<file path="config.mk">
export PLATFORM = sky130hd
export DESIGN_NAME = gc_scheduler
export DESIGN_NICKNAME = d
export VERILOG_FILES = /design/src/rtl/lisp.sv /design/src/rtl/gc_scheduler.sv
export SDC_FILE = /design/constraint.sdc
export NUM_CORES = 1
export LEC_CHECK = 0
export CAP_MARGIN = 20
export CORE_AREA = 2 2 141 143
export CTS_CLUSTER_SIZE = 25
export DETAILED_ROUTE_END_ITERATION = 12
export DIE_AREA = 0 0 143 145
export SETUP_SLACK_MARGIN = 0.5
export SLEW_MARGIN = 25
export SYNTH_ARGS = -nofsm -noshare
export SYNTH_HDL_FRONTEND = slang
export SYNTH_SLANG_ARGS = --single-unit
</file>
<file path="constraint.sdc">
create_clock -name clk -period 3.2 [get_ports clk]
set_input_delay 0.96 -clock clk [delete_from_list [all_inputs] [get_ports clk]]
set_output_delay 0.96 -clock clk [all_outputs]
set_load 0.02 [all_outputs]
</file>
<file path="src/rtl/lisp.sv">
// Shared word and address widths for the lisp machine datapath.
package lisp;
  localparam int unsigned WORD_SIZE  = 32;
  localparam int unsigned ADDR_WIDTH = 16;
endpackage

</file>
<file path="src/rtl/gc_scheduler.sv">
// Stop-the-world GC scheduler and heap RAM arbiter between evaluator and collector.
// Optional GC_TIMEOUT_EN adds a watchdog that forces release and pulses gc_timeout.
module gc_scheduler
  import lisp::*;
#(
  parameter int unsigned GC_THRESHOLD = 6144
`ifdef GC_TIMEOUT_EN
  ,
  parameter int unsigned GC_TIMEOUT_CYCLES = 65535
`endif
) (
  input  logic                  clk,
  input  logic                  rst,
  input  logic                  eval_safe,
  input  logic [ADDR_WIDTH-1:0] eval_addr,
  input  logic [WORD_SIZE-1:0]  eval_data_out,
  input  logic                  eval_rden,
  input  logic                  eval_wren,
  output logic [WORD_SIZE-1:0]  eval_data_in,
  output logic                  eval_stall,
  input  logic [ADDR_WIDTH-1:0] heap_top,
  input  logic [WORD_SIZE-1:0]  env_root,
  input  logic                  gc_req,
  output logic                  gc_en,
  output logic [WORD_SIZE-1:0]  gc_env_addr,
  output logic [ADDR_WIDTH-1:0] gc_max_addr,
  input  logic [ADDR_WIDTH-1:0] gc_addr,
  input  logic [WORD_SIZE-1:0]  gc_data_out,
  input  logic                  gc_rden,
  input  logic                  gc_wren,
  output logic [WORD_SIZE-1:0]  gc_data_in,
  input  logic                  gc_done,
  output logic [ADDR_WIDTH-1:0] ram_addr,
  output logic [WORD_SIZE-1:0]  ram_data_out,
  output logic                  ram_rden,
  output logic                  ram_wren,
  input  logic [WORD_SIZE-1:0]  ram_data_in,
  output logic                  gc_active,
`ifdef GC_TIMEOUT_EN
  output logic                  gc_timeout,
`endif
  output logic [15:0]           gc_count
);

  localparam logic [ADDR_WIDTH-1:0] THRESH = ADDR_WIDTH'(GC_THRESHOLD);

  typedef enum logic [2:0] {
    IDLE    = 3'd0,
    PEND    = 3'd1,
    QUIESCE = 3'd2,
    GRANT   = 3'd3,
    GC      = 3'd4,
    RELEASE = 3'd5
  } state_t;

  typedef enum logic [1:0] {
    OWN_NONE = 2'd0,
    OWN_EVAL = 2'd1,
    OWN_GC   = 2'd2
  } owner_t;

  state_t state, next_state;
  owner_t owner_tag, owner_next;
  logic   armed;
  logic   trig;
  logic   tmo_hit;

  assign trig = gc_req | (armed & (heap_top >= THRESH));

`ifdef GC_TIMEOUT_EN
  localparam logic [15:0] TMO_LAST = 16'(GC_TIMEOUT_CYCLES - 1);
  logic [15:0] tmo_cnt;

  assign tmo_hit = (state == GC) && (tmo_cnt == TMO_LAST);

  // Watchdog counts cycles spent in GC; cleared whenever the state is left.
  always_ff @(posedge clk) begin
    if (rst || state != GC) begin
      tmo_cnt <= '0;
    end else begin
      tmo_cnt <= tmo_cnt + 16'd1;
    end
    if (rst) begin
      gc_timeout <= 1'b0;
    end else begin
      gc_timeout <= tmo_hit & ~gc_done;
    end
  end
`else
  assign tmo_hit = 1'b0;
`endif

  // State register.
  always_ff @(posedge clk) begin
    if (rst) begin
      state <= IDLE;
    end else begin
      state <= next_state;
    end
  end

  // Next-state logic.
  always_comb begin
    next_state = state;
    unique case (state)
      IDLE:    if (trig) next_state = PEND;
      PEND:    if (eval_safe) next_state = QUIESCE;
      QUIESCE: next_state = GRANT;
      GRANT:   next_state = GC;
      GC:      if (gc_done || tmo_hit) next_state = RELEASE;
      RELEASE: next_state = IDLE;
      default: next_state = IDLE;
    endcase
  end

  // RAM mux: owner chosen by registered state; write wins over read.
  always_comb begin
    ram_addr     = '0;
    ram_data_out = '0;
    ram_rden     = 1'b0;
    ram_wren     = 1'b0;
    owner_next   = OWN_NONE;
    if (!rst) begin
      unique case (state)
        IDLE, PEND: begin
          ram_addr     = eval_addr;
          ram_data_out = eval_data_out;
          ram_rden     = eval_rden & ~eval_wren;
          ram_wren     = eval_wren;
          owner_next   = OWN_EVAL;
        end
        GRANT, GC: begin
          ram_addr     = gc_addr;
          ram_data_out = gc_data_out;
          ram_rden     = gc_rden & ~gc_wren;
          ram_wren     = gc_wren;
          owner_next   = OWN_GC;
        end
        default: ;
      endcase
    end
  end

  // Read data goes back to whoever owned the port when the read was issued.
  assign eval_data_in = (owner_tag == OWN_EVAL) ? ram_data_in : '0;
  assign gc_data_in   = (owner_tag == OWN_GC)   ? ram_data_in : '0;

  // Registered control outputs, trigger arming and grant-time captures.
  always_ff @(posedge clk) begin
    if (rst) begin
      owner_tag   <= OWN_NONE;
      armed       <= 1'b1;
      gc_en       <= 1'b0;
      gc_active   <= 1'b0;
      eval_stall  <= 1'b0;
      gc_env_addr <= '0;
      gc_max_addr <= '0;
      gc_count    <= '0;
    end else begin
      owner_tag  <= owner_next;
      gc_en      <= (next_state == GRANT) || (next_state == GC);
      gc_active  <= (next_state == GRANT) || (next_state == GC);
      eval_stall <= (next_state != IDLE) && (next_state != PEND);
      if (state == GRANT) begin
        armed <= 1'b0;
      end else if (state == IDLE && heap_top < THRESH) begin
        armed <= 1'b1;
      end
      // Evaluator is stalled in QUIESCE, so env_root and heap_top are stable here.
      if (next_state == GRANT) begin
        gc_env_addr <= env_root;
        gc_max_addr <= heap_top;
      end
      if (state == GC && next_state == RELEASE && gc_count != 16'hFFFF) begin
        gc_count <= gc_count + 16'd1;
      end
    end
  end

endmodule

</file>
# Word level (Yosys, flattened, before mapping)
# Cells that the tools add are included.
[word_totals] ff_bits=72 out_inout_bits=181 elab_cells=55
[classes] addsub=1 magnitude_cmp=2 eq_ne=11 n_mux=17 bitwise_logic=6 n_reduce_logical=10
[op_table] cell="32-bit two-way mux" count=3
[op_table] cell="32-bit case mux with 2 select lines" count=1
[op_table] cell="16-bit case mux with 2 select lines" count=1
[op_table] cell="16-bit by 1-bit adder with 16-bit output (second input constant)" count=1
[op_table] cell="16-bit by 13-bit greater-or-equal comparator with 1-bit output (second input constant)" count=1
[op_table] cell="16-bit by 13-bit < comparator with 1-bit output (second input constant)" count=1
[op_table] cell="16-bit two-way mux" count=1
[op_table] cell="16-bit != test (second input constant)" count=1
[op_table] cell="3-bit case mux with 5 select lines" count=1
[op_table] cell="3-bit by 2-bit equality test with 1-bit output (second input constant)" count=3
[op_table] cell="3-bit equality test (second input constant)" count=3
[op_table] cell="3-bit two-way mux" count=3
[op_table] cell="1-bit logical AND" count=4
[op_table] cell="1-bit two-way mux" count=4
[op_table] cell="1-bit case mux with 2 select lines" count=2
[op_table] cell="2-bit case mux with 2 select lines" count=1
[op_table] cell="2-bit OR reduction" count=2
[op_table] cell="1-bit AND" count=3
[op_table] cell="3-bit by 1-bit equality test with 1-bit output (second input constant)" count=1
[op_table] cell="3-bit zero test" count=1
[op_table] cell="3-bit by 1-bit != test with 1-bit output (second input constant)" count=1
[op_table] cell="3-bit nonzero test" count=1
[op_table] cell="2-bit by 1-bit equality test with 1-bit output (second input constant)" count=1
[op_table] cell="2-bit equality test (second input constant)" count=1
[op_table] cell="4 further kinds" count=5

# Depth between registers and ports, before layout
# Gate-level depths: netlist of run 1.
[logic_depth] ltp_word=8 mapped_depth=8 ltp_nobuf=5

# Worst setup path before layout of run 1
# No wires, ideal clock.
[synth_timing] kind="input port to output port" from="in rst" to="out ram_rden" t_arrival_ns=1.738 t_required_ns=2.240 setup_slack_ns=0.502 stages=3 path_buffers=1 cell_sequence="nand3b_1 clkbuf_1 a21oi_1"
[synth_between] elab_chain_len=1
[synth_rtl] element="start: declaration" line="gc_scheduler.sv:13" rtl="input logic rst,"
[synth_rtl] element="1-bit two-way mux" line="gc_scheduler.sv:123" rtl="if (!rst) begin"
[synth_rtl] element="end: declaration" line="gc_scheduler.sv:35" rtl="output logic ram_rden,"
# Every way passes these cells.

# Worst setup path after layout of run 1
[layout_timing] from="reg state[0]" to="out ram_addr[3]"
[layout_between] elab_chain_len=4 word_cells_on_any_way=8
[layout_rtl] element="start: declaration" line="gc_scheduler.sv:62" rtl="state_t state, next_state;"
[layout_rtl] element="start signal: assignment" line="gc_scheduler.sv:98" rtl="state <= next_state;"
[layout_rtl] element="3-bit by 2-bit equality test with 1-bit output (tied with other cells)" line="gc_scheduler.sv:124" rtl="unique case (state)"
[layout_rtl] element="2-bit OR reduction" line="gc_scheduler.sv:124"
[layout_rtl] element="16-bit case mux with 2 select lines *" line="gc_scheduler.sv:124"
[layout_rtl] element="16-bit two-way mux *" line="gc_scheduler.sv:123"
[layout_rtl] element="end: declaration" line="gc_scheduler.sv:33" rtl="output logic [ADDR_WIDTH-1:0] ram_addr,"
# Every way passes the cells marked *; elsewhere a longest branch is shown, timed or not.

==> results.yml, run 1 <==
status:
  status: "complete, no violations"
placed_design:
  hpwl_um: 15000
  gp_congestion: 0.783
  port_buffers: 365
  dp_slack_ps: -269
  place_inst: 1147
pwr:
  ir_drop_v: 0.000225
  power.share.clock: 0.320
  switching_share: 0.319
  p_leak_nw: 3.55
  p_int_mw: 2.19
  pwr-share-comb: 0.382
  switchingPower_mw: 1.02
  p_per_area_mw_per_mm2: 369
  p_seq_frac: 0.298
  finalPower_mw: 3.21
critical_path:
  crit_path_end_kind: "output pin"
  slowest_delay_ps: 420
  worstPathArrival_ps: 1930
  crit_cells: 8
  cp-start-kind: "flip-flop"
  reg2reg_slack_ps: 1140
  ff2ff_path_depth: 5
  crit-reg2reg-launch: "gc_count[1]$_SDFFE_PP0P_"
  cp.required_ps: 2240
  crit_family: "simple AND/OR/NAND/NOR gates"
  cp_num_buf_inv: 4
  critPathSlowestCell: "or3b_4"
  cp_cell_sequence: "or3b_4, o21ai_4, buf_12, buf_8, buf_6, a22oi_2, nor2_1, buf_4"
  crit_type: "flip-flop to output pin"
  crit_fanout: 7
  reg2reg_to: "gc_count[0]$_SDFFE_PP0P_"
clock_network:
  htreeDepth: 3
  cts_buffers: 9
  hold_buffers: 0
  clkTransAtPathRegs_ps: 70
  cts_tree: "done"
  clockBufferDepth: 2
  clock_latency_ps: 340
  cts-root-buf: "clkbuf_16"
  clock-sinks: 72
synth:
  synthFlopType: "dfxtp_1"
  synth.avg_cell_area_sq_um: 7.23
  synth.distinct_cells: 39
  yosysSeqAreaShare: 0.371
  yosys_warnings: 0
  synth_area_sq_mm: 0.00388
  async_flop_share: 0
  netlist_instances: 537
  synth_edf_count: 0
  syn_nets: 723
  synth_seq_cells: 72
detailed_routing:
  ant_nets: 0
  firstDrtPassIters: 4
  drt-total-wl_um: 19900
  drc: 0
  vias: 5280
  first_iter_violations: 262
  wl_per_cell_um: 16.7
  viasPerCell: 4.44
global_route:
  grtUsageTotal: 0.181
  grt_max_degree: 75
  grt_pass1_vias: 5130
  grt_pass1_wl_um: 29000
  grt-ovfl-total: 0
  antenna_found_initial: 2
finish:
  layout-drive-gt1-share: 0.256
  fillCellCount: 1936
  stdcell_count: 1188
  multiInputGateArea_sq_mm: 0.00254
  regArea_sq_mm: 0.00145
  areaGrowthSynthToFinish_pct: 124
  utilization: 0.454
  fin_nets: 1102
die:
  core_area_sq_mm: 0.0192
  die_area_sq_mm: 0.0207
  start_util: 0.202
  dieHeight_um: 145
  row_count: 51
  die_x_um: 143
  io_pins: 366
sta:
  hold_violations: 0
  rsz0062_at_grt: "yes"
  slew_headroom: 0.448
  maxSlewViolCount: 0
  setup_viol: 0
  period_minus_slack_ps: 2890
  fmax_mhz: 346
  worst_pin_slew_ps: 828
  hold-worst-slack_ps: 453
  finalClockSkew_ps: 11.3
  post-route-period-util: 0.904
  setup_ws_ps: 306
min_path:
  hp-start: "gc_env_addr[0]$_SDFFE_PP0N_"
  holdPathEnd: "gc_env_addr[0]$_SDFFE_PP0N_"
  min_path_cells: 2
  min_path_type: "flip-flop to flip-flop"
run:
  drv_cap: 0
## registers in the layout, indices dropped and copies added (netlist names)
register     count
gc_env_addr     32
gc_count        16
gc_max_addr     16
state            3
owner_tag        2
armed            1
eval_stall       1
gc_active        1
## how the worst max path moves through the flow
stage                        startpoint              end  slack [ps]
global route        state[0]$_SDFF_PP0_  ram_data_out[2]         230
CTS                 state[1]$_SDFF_PP0_      ram_addr[3]         280
floorplan                           rst         ram_rden         500
finish              state[0]$_SDFF_PP0_      ram_addr[3]         310
global placement             gc_addr[6]      ram_addr[6]        -250
detailed placement         eval_addr[9]      ram_addr[9]        -270
## synth_stat cells (2+ instances only)
| cell | n | area [sq um] |
|---|---|---|
| buf_2 | 10 | 50.1 |
| or4_1 | 5 | 37.5 |
| clkbuf_1 | 35 | 131 |
| nor2b_1 | 7 | 43.8 |
| a21oi_1 | 66 | 330 |
| o21ai_0 | 8 | 40.0 |
| or3_1 | 6 | 37.5 |
| and2_1 | 64 | 400 |
| or3b_1 | 2 | 17.5 |
| and3_1 | 3 | 18.8 |
| o21ai_1 | 2 | 10.0 |
| o31ai_1 | 4 | 30.0 |
| nand4_1 | 7 | 43.8 |
| nand2b_1 | 6 | 37.5 |
| nor4_1 | 3 | 18.8 |
| nor2_1 | 55 | 206 |
| nor3_1 | 4 | 20.0 |
| nand3b_1 | 4 | 30.0 |
| nand3_1 | 3 | 15.0 |
| nand2_1 | 103 | 387 |
| a22oi_1 | 49 | 368 |
| dfxtp_1 | 72 | 1440 |
| or2_1 | 2 | 12.5 |
| inv_1 | 2 | 7.51 |
## layer usage
layer,wire length [um],global-route usage,up-vias
li1,-,-,2607
met1,7170,0.190,2398
met2,10700,0.345,257
met3,1660,0.0439,18
met4,352,0.0629,0
met5,0,0,-
## stage by stage
step	cell area [sq um]	setup TNS, ps
floorplan	3880	0
global placement	7940	-3320
detailed placement	7940	-3720
CTS	8380	0
global route	8710	0
finish	8710	0
## worst register-to-register path, delay by kind of cell (launching register included)
kind,cells,cell delay (ps)
adder cells (fa/ha/maj),1,270
flip-flops,1,400
multiplexers,1,340
AND/OR/NAND/NOR,3,940
## cell families after synthesis
family	after synthesis	share of synthesized area
AND/OR/NAND/NOR	280	0.358
AO/OA/AOI/OAI	134	0.211
flip-flops	72	0.371
buffers and inverters	48	0.0506
multiplexers	2	0.00548
adder cells (fa/ha/maj)	1	0.00322
## cell usage in the layout, fill, tap and decap left out, types with 5 or more instances in the layout
cell type	synthesis	routed
clkdlybuf4s50_1	0	231
nand2_1	103	102
buf_4	1	79
dfxtp_1	72	69
a21oi_1	66	65
and2_1	64	51
buf_6	0	41
a22oi_1	49	36
nor2_1	55	33
buf_2	10	23
nor2_4	0	17
a22oi_2	0	13
and2_4	0	13
buf_12	0	11
dlygate4sd2_1	0	10
dlymetal6s2s_1	0	10
clkbuf_16	0	9
o21ai_0	8	8
nand4_1	7	7
nand2b_1	6	6
or3_1	6	6
nor2_2	0	5
or4_1	5	5
nor2b_1	7	5
## power groups by stage
stage	clock [mW]	combinational [mW]	sequential [mW]
floorplan	0	0.414	1.01
global placement	0	1.09	0.975
detailed placement	0	1.10	0.976
CTS	1.07	1.18	0.957
global route	1.09	1.30	0.962
finish	1.03	1.23	0.957
## layout make-up
cell class / instances / area share
tap: 265 / 0.0380
sequential: 72 / 0.166
clock inverter: 6 / 0.00790
antenna: 2 / 0.000574
multi-input combinational: 419 / 0.291
timing repair buffer: 412 / 0.469
inverter: 2 / 0.000861
clock buffer: 10 / 0.0263
## repair_timing
item,CTS,global route
endpoints found under the setup margin,113,88
gates resized for setup,573,97
gates cloned,8,0
setup buffers,13,2
pin swaps,17,18
Note: power is estimated with default switching activity, not from simulation.
==> run 2: changes to the inputs <==
--- a/config.mk
+++ b/config.mk
@@ -6,10 +6,12 @@
 export NUM_CORES = 1
 export LEC_CHECK = 0
 export CAP_MARGIN = 20
-export CORE_AREA = 2 2 141 143
+export CORE_AREA = 10 10 134 136
 export CTS_CLUSTER_SIZE = 25
 export DETAILED_ROUTE_END_ITERATION = 12
-export DIE_AREA = 0 0 143 145
+export DIE_AREA = 0 0 144 146
+export GPL_TIMING_DRIVEN = 0
+export PLACE_DENSITY = 0.75
 export SETUP_SLACK_MARGIN = 0.5
 export SLEW_MARGIN = 25
 export SYNTH_ARGS = -nofsm -noshare
==> results.yml, run 2 (synthesized netlist as in run 1, its figures left out) <==
clock_network:
  cts_buffers: 9
  clkTransAtPathRegs_ps: 60
  clockBufferDepth: 2
  clock_latency_ps: 330
  cts-root-buf: "clkbuf_16"
  hold_buffers: 0
  cts_tree: "done"
  htreeDepth: 3
  clock-sinks: 72
critical_path:
  crit_path_end_kind: "output pin"
  cp_num_buf_inv: 4
  crit_family: "buffers and inverters"
  worstPathArrival_ps: 1930
  slowest_delay_ps: 390
  cp.required_ps: 2240
  cp-start-kind: "flip-flop"
  critPathSlowestCell: "or3b_4"
  cpMostUsedCell: "buf_8"
  cp_cell_sequence: "buf_8, or3b_4, o21ai_4, buf_12, buf_8, a22oi_1, nor2_1, buf_4"
  crit_fanout: 10
  crit_type: "flip-flop to output pin"
sta:
  finalClockSkew_ps: 7.73
  setup_ws_ps: 311
  rsz0062_at_grt: "yes"
  worst_pin_slew_ps: 665
  maxSlewViolCount: 0
  period_minus_slack_ps: 2890
  post-route-period-util: 0.903
  tns_ps: 0
  hold_violations: 0
  setup_viol: 0
  slew_headroom: 0.545
  fmax_mhz: 346
placed_design:
  place_area_sq_mm: 0.00778
  dp_slack_ps: -752
  port_buffers: 365
  gp_congestion: 0.845
  hpwl_um: 18500
pwr:
  p_leak_nw: 3.40
  p_per_area_mw_per_mm2: 385
  ir_drop_v: 0.000278
global_route:
  grtUsageTotal: 0.196
  grt_pass1_wl_um: 32000
  antenna_found_initial: 3
  grt-ovfl-total: 0
  grt_max_degree: 15
  grt_pass1_vias: 5530
die:
  row_count: 46
  io_pins: 366
  start_util: 0.251
  die_area_sq_mm: 0.0210
  die_x_um: 144
  core_area_sq_mm: 0.0155
  dieHeight_um: 146
finish:
  areaGrowthSynthToFinish_pct: 117
  layout-drive-gt1-share: 0.221
  fillCellCount: 1506
  reg_top3: "gc_env_addr: 32 flops, gc_count: 16 flops, gc_max_addr: 16 flops"
  utilization: 0.543
  stdcell_area_sq_mm: 0.00841
  layout_common_cells: "243 x clkdlybuf4s50_1, 103 x nand2_1, 74 x buf_4, 70 x dfxtp_1, 65 x a21oi_1"
  fin_nets: 1113
  largest_reg_flops: 32
  regMostFlops: "gc_env_addr"
  layout_commonest_cell: "clkdlybuf4s50_1"
status:
  status: "complete, no violations"
min_path:
  min_path_type: "flip-flop to flip-flop"
detailed_routing:
  ant_nets: 0
  drc: 0
  vias: 5286
  first_iter_violations: 135
  wl_per_cell_um: 19.6
  firstDrtPassIters: 5
  viasPerCell: 4.69
  drt-total-wl_um: 22100
run:
  drv_cap: 0
-- run 2: changes by cell type in the layout (fill, tap and decap cells not counted), moves of 7 or more --
cell	change
clkbuf_1	+22
buf_6	-14
clkbuf_16	+7
and2_1	+10
and2_4	-10
buf_12	-10
clkdlybuf4s50_1	+12
dlymetal6s2s_1	-7
-- run 2: layer usage --
metal	vias to the layer above	global-route usage	wire length (um)	share of wire
met5	-	0	0	0
met2	268	0.372	11600	0.53
met3	36	0.0836	2330	0.11
met4	0	0.0827	755	0.034
li1	2629	-	-	-
met1	2353	0.173	7420	0.34
-- run 2: power by group --
group	leakage [nW]	internal [mW]	total [mW]	switching [mW]
Sequential	0.584	0.937	0.956	0.0191
Combinational	2.65	0.596	1.17	0.579
Clock	0.162	0.692	1.11	0.413
Total	3.40	2.22	3.24	1.01
-- run 2: tightest hold or removal path, delay by kind of cell (launching register included) --
family	cells	cell delay, ps
AOI/OAI and AO/OA	1	50
DFF	1	300
and+or+nand+nor	1	50
-- run 2: final cells by class --
class	instances	area, sq um	share of cell area
Multi-Input combinational cell	417	2430	0.289
Timing Repair Buffer	379	3590	0.427
Sequential cell	72	1440	0.172
Clock buffer	9	225	0.0268
Clock inverter	7	103	0.0122
Tap cell	192	240	0.0286
Inverter	2	7.51	0.000892
Antenna cell	3	7.51	0.000892
Buffer	46	365	0.0434
-- run 2: path summary, 6_finish.rpt --
check / start / endpoint / slack (ps) / cells after the start
max: state[0]$_SDFF_PP0_ / ram_data_out[16] / 310 / 8
min: gc_env_addr[19]$_SDFFE_PP0N_ / gc_env_addr[19]$_SDFFE_PP0N_ / 450 / 2
max reg2reg: state[2]$_SDFF_PP0_ / gc_env_addr[6]$_SDFFE_PP0N_ / 1130 / 8
min reg2reg: gc_env_addr[19]$_SDFFE_PP0N_ / gc_env_addr[19]$_SDFFE_PP0N_ / 450 / 2
-- run 2: timing repair --
action                                  in CTS  in global routing
pin swaps                                   19                  3
hold endpoints to repair                     0                  0
gates resized for setup                    643                 66
cloned                                       4                  1
setup buffers                                9                  0
endpoints found under the setup margin     124                 95
-- run 2: metrics by stage --
step | hold WS, ps | total power, mW | instances
5_1_grt | 473 | 3.37 | 1127
4_1_cts | 454 | 3.25 | 1123
2_1_floorplan | 455 | 1.43 | 537
3_3_place_gp | 441 | 2.04 | 1094
3_5_place_dp | 445 | 2.05 | 1094
6_report | 451 | 3.24 | 1127
==> RTL change 1: new RTL, flow settings as in run 2 <==
Put one more register stage on the output `gc_count`, without a reset. The value now appears one clock later. The other outputs are not delayed to match.
--- a/src/rtl/gc_scheduler.sv
+++ b/src/rtl/gc_scheduler.sv
@@ -60,2 +60,4 @@
   } owner_t;
+
+  logic [15:0] gc_count_s0;
 
@@ -157,3 +159,3 @@
       gc_max_addr <= '0;
-      gc_count    <= '0;
+      gc_count_s0 <= '0;
     end else begin
@@ -173,4 +175,4 @@
       end
-      if (state == GC && next_state == RELEASE && gc_count != 16'hFFFF) begin
-        gc_count <= gc_count + 16'd1;
+      if (state == GC && next_state == RELEASE && gc_count_s0 != 16'hFFFF) begin
+        gc_count_s0 <= gc_count_s0 + 16'd1;
       end
@@ -179,2 +181,6 @@
 
+  always_ff @(posedge clk) begin
+    gc_count <= gc_count_s0;
+  end
+
 endmodule
Formal check against the unedited RTL: not equivalent (a bounded check fails within 10 cycles, from zero or initial values and one cycle with rst high).
==> RTL change 1 against run 2 <==
  * Cell area grew 12%
  * Wire length hardly changed
  * Largest power group unchanged
  * Setup slack improved by 0.028 ns
  * Total power grew 8.7%
  * Critical endpoint is now ram_data_out[10]
  * Maximum frequency increased by 0.97%
  * Sequential cell count rose by 16
  * Synthesized area up 9.6%
==> RTL change 1: results (changes against run 2) <==
first-pass GRT wire length=32,700 um (was 32,000 um); hold endpoint=gc_count[13]$_DFF_P_ (was gc_env_addr[19]$_SDFFE_PP0N_); worst vdd ir=0.244 mV (was 0.278 mV); Worst Skew=0.0105 ns (was 0.00773 ns); Distinct cells, synth=39 (unchanged); Post-synth ARST share=0% (unchanged); fin worst setup slack=0.338 ns (was 0.311 ns); setup slack at placement=-0.403 ns (was -0.752 ns); vias in the first global route=5,621 (was 5,530); Buffers on Ports=364 (was 365); Worst EP arrival=1.90 ns (was 1.93 ns); Hold Path Class=reg -> reg (unchanged); total CTS buffers=9 (unchanged); first-pass detailed-route iteration total=4 (was 5); largest net degree at the start of global routing=19 (was 15); yosys synthesis warning count=0 (unchanged); Reg2Reg Setup Slack=1.24 ns (was 1.13 ns); DP Wirelength=17,400 um (was 18,500 um); initial antenna violation count=0 (was 3); status=completed (unchanged); sequential area share after synthesis=41.4% (was 37.1%); WL per Instance=19.1 um (was 19.6 um); final std cells w/o fill=1,159 (was 1,127); ranking of synthesized cells by area=dfxtp_1 41%, and2_1 10%, nand2_1 9.0% (was dfxtp_1 37%, and2_1 10%, nand2_1 10%); worst-path fanout max=8 (was 10); total number of vias=5,542 (was 5,286); clock latency on the worst-skew pair=0.34 ns; leakage=3.73 nW (was 3.40 nW); Fillers=1,374 (was 1,506); Hold-fix buffers, CTS=0 (unchanged); Reg with most FFs=gc_env_addr (unchanged); Reg2Reg Depth=5 (was 8); global-route usage over all layers=19.7% (was 19.6%); Syn Nets=743 (was 723); post-synthesis cell count=557 (was 537); H-Tree Depth=3 (unchanged); CTS Buffer Depth=2 (unchanged); Clock transition at path regs=0.07 ns; layout cells sized above 1=32.0% (was 22.1%); Inserted Diodes=0 (was 3); Initial DRC Count=235 (was 135); Commonest cells post-synth=102 x nand2_1, 88 x dfxtp_1, 68 x and2_1 (was 103 x nand2_1, 72 x dfxtp_1, 66 x a21oi_1); r2r startpoint=state[1]$_SDFF_PP0_ (was state[2]$_SDFF_PP0_); hold path startpoint=gc_count_s0[13]$_SDFFE_PP0P_ (was gc_env_addr[19]$_SDFFE_PP0N_); worst r2r dst=gc_count_s0[15]$_SDFFE_PP0P_ (was gc_env_addr[6]$_SDFFE_PP0N_); count leader, synth=nand2_1 (unchanged); Worst Hold Depth=0 (was 2); placed insts=1,113 (was 1,094); slew of the pin with the lowest slew margin=0.537 ns (was 0.665 ns); max reg flops=32 (unchanged); RePlAce Congestion=0.867 (was 0.845); root buf cell=clkbuf_16 (unchanged)
## RTL change 1: cell count changes after synthesis, moves of 4 or more
cell             run 2  this run
and2_1              64        68
dfxtp_1             72        88
a21oi_1             66        62
mux2_2               0         4
nand3_1              3         8
clkbuf_1            35        31
nor4_1               3         7
## RTL change 1: layout make-up
class,count,share of cell area (%)
multi-input combinational,421,30.2
inverter,5,0.280
buffer,45,4.37
sequential,88,18.8
tap,192,2.56
clock inverter,7,0.787
timing repair buffer,392,40.6
clock buffer,9,2.40
## RTL change 1: worst max-delay path: stages, from the launching register on
cell and delay (ns):
dfxtp_4 0.35, buf_8 0.12, nor3b_4 0.15, o21bai_4 0.17, buf_12 0.15, clkbuf_16 0.16, a22oi_1 0.28, nor2_4 0.04
buf_6 0.13
## RTL change 1: cells by family after synthesis
kind of cell,synth area share (%)
AND/OR/NAND/NOR,33.2
multiplexers,1.06
adder cells (fa/ha/maj),0.294
flip-flops,41.4
AO/OA/AOI/OAI,19.2
buffers and inverters,4.88
## RTL change 1: routing by layer
metal | track usage [%] | wire length [um] | up-vias
met2 | 36.4 | 11600 | 210
li1 | - | - | 2731
met1 | 20.0 | 7990 | 2560
met4 | 6.95 | 674 | 0
met3 | 6.53 | 1860 | 41
met5 | 0 | 0 | -
## RTL change 1: power by group
part           total, W  switching [W]  internal [W]  leakage (nW)
Clock           0.00104       0.000489      0.000551         0.140
Combinational   0.00132       0.000638      0.000684          2.88
Sequential      0.00115      0.0000202       0.00113         0.713
## RTL change 1: what timing repair did
action	4_1_cts	5_1_grt
cloned	10	2
endpoints found under the setup margin	116	102
hold endpoints to repair	0	0
pin swaps	17	50
buffers inserted	12	6
resized for setup	625	117
## RTL change 1: per-stage QoR
step / hold slack (ns) / cell area, um^2 / total power [W]
3_5_place_dp: 0.388 / 8400 / 0.00232
6_report: 0.395 / 9380 / 0.00352
5_1_grt: 0.412 / 9380 / 0.00366
2_1_floorplan: 0.359 / 4510 / 0.00171
3_3_place_gp: 0.386 / 8400 / 0.00231
4_1_cts: 0.398 / 8920 / 0.00345
## RTL change 1: worst max path at each step
stage,from,endpoint,cells past startpoint
after floorplan,rst,ram_addr[5],5
after global placement,rst,ram_addr[8],6
after detailed placement,state[1]$_SDFF_PP0_,ram_data_out[29],7
after CTS,state[1]$_SDFF_PP0_,ram_addr[1],8
after global routing,state[2]$_SDFF_PP0_,ram_data_out[18],8
final,state[2]$_SDFF_PP0_,ram_data_out[10],8
==> RTL change 2: new RTL, config.mk and constraints of run 2 <==
Without the edit above. The parameter `GC_THRESHOLD` goes from 6144 to 3072.
--- a/src/rtl/gc_scheduler.sv
+++ b/src/rtl/gc_scheduler.sv
@@ -5,3 +5,3 @@
 #(
-  parameter int unsigned GC_THRESHOLD = 6144
+  parameter int unsigned GC_THRESHOLD = 3072
 `ifdef GC_TIMEOUT_EN
Formal check against the unedited RTL: not equivalent (a bounded check fails within 4 cycles, from zero or initial values and one cycle with rst high).
==> RTL change 2 against run 2 <==
  * Cell count unchanged
  * Highest routed layer unchanged
  * Worst hold slack better by 0.00065 ns
  * Register-to-register slack improved by 0.14 ns
  * Sequential share of layout area decreased by 0.26 points
  * Critical path type unchanged
  * Non-clock buffer count stayed put
  * Total power shrank 3.1%
  * Sequential cell count stayed put
  * Critical endpoint is now ram_rden
  * Setup slack gained 0.010 ns
  * Cell area up 1.5%
  * Synthesized area up 1.4%
  * Wire length down 0.19%
==> RTL change 2: results (changes against run 2) <==
Distinct cells, synth=44 (was 39); vias in the first global route=5,554 (was 5,530); synthesized area per cell=7.29 um^2 (was 7.23 um^2); Routed Wire Length=22,100 um (about the same); initial antenna violation count=1 (was 3); Worst path max stage delay=0.33 ns (was 0.39 ns); setup slack at placement=-0.754 ns (was -0.752 ns); Fillers=1,487 (was 1,506); RePlAce Congestion=0.827 (was 0.845); Synth Area in Compound Gates=21.5% (was 21.1%); DP Wirelength=18,600 um (was 18,500 um); mux share of post-synthesis cell area=0.890% (was 0.548%); Syn Nets=726 (was 723); global-route usage over all layers=19.7% (was 19.6%); Commonest cells post-synth=104 x nand2_1, 72 x dfxtp_1, 65 x and2_1 (was 103 x nand2_1, 72 x dfxtp_1, 66 x a21oi_1); status=completed (unchanged); worst-path fanout max=8 (was 10); placed insts=1,097 (was 1,094); Post-CTS Setup Bufs=8 (was 9); Synth Area in Adders=0.318% (was 0.322%); r2r startpoint=gc_count[0]$_SDFFE_PP0P_ (was state[2]$_SDFF_PP0_); post-DR vias/cell=4.68 (was 4.69); first-pass GRT wire length=32,400 um (was 32,000 um); ranking of synthesized cells by area=dfxtp_1 37%, and2_1 10%, nand2_1 9.9% (was dfxtp_1 37%, and2_1 10%, nand2_1 10%); WL per Instance=19.6 um (about the same); layout cells sized above 1=25.3% (was 22.1%); Worst Skew=0.00680 ns (was 0.00773 ns); Slew HR=59.6% (was 54.5%); first-pass detailed-route iteration total=4 (was 5)
==> RTL change 2: worst min-delay path, stage by stage, from the launching register on <==
cell and delay, ns:
dfxtp_1 0.31, nand2_1 0.05, a21oi_1 0.05
==> RTL change 2: area by class of cell <==
cell class / instances / area share [%]
timing repair buffer: 378 / 42.8
multi-input combinational: 418 / 30.0
sequential: 72 / 16.9
buffer: 47 / 4.08
tap: 192 / 2.81
clock buffer: 10 / 2.68
clock inverter: 6 / 0.528
inverter: 3 / 0.132
antenna: 1 / 0.0293
==> RTL change 2: per-layer routing <==
layer | global-route usage, % | vias to the layer above | share of wire [%]
li1 | - | 2631 | -
met5 | 0 | - | 0
met4 | 6.18 | 0 | 1.6
met2 | 37.9 | 244 | 53
met3 | 7.44 | 19 | 10
met1 | 18.4 | 2379 | 35
==> RTL change 2: path summary, 6_finish.rpt <==
path | to | slack (ns) | cells past startpoint
setup reg to reg | gc_count[10]$_SDFFE_PP0P_ | 1.27 | 6
hold reg to reg | gc_env_addr[0]$_SDFFE_PP0N_ | 0.45 | 2
setup / recovery | ram_rden | 0.32 | 8
hold / removal | gc_env_addr[0]$_SDFFE_PP0N_ | 0.45 | 2
==> RTL change 2: where the power goes <==
part / internal, W / switching, W
Clock: 0.000527 / 0.000396
Sequential: 0.000939 / 0.0000223
Combinational: 0.000635 / 0.000617
Total: 0.00210 / 0.00104
==> RTL change 2: through the flow <==
step / total power [W] / area (um^2) / hold slack, ns
finish: 0.00314 / 8540 / 0.452
global route: 0.00327 / 8540 / 0.467
CTS: 0.00313 / 8290 / 0.455
detailed placement: 0.00210 / 7830 / 0.446
global placement: 0.00209 / 7830 / 0.442
floorplan: 0.00146 / 3940 / 0.456
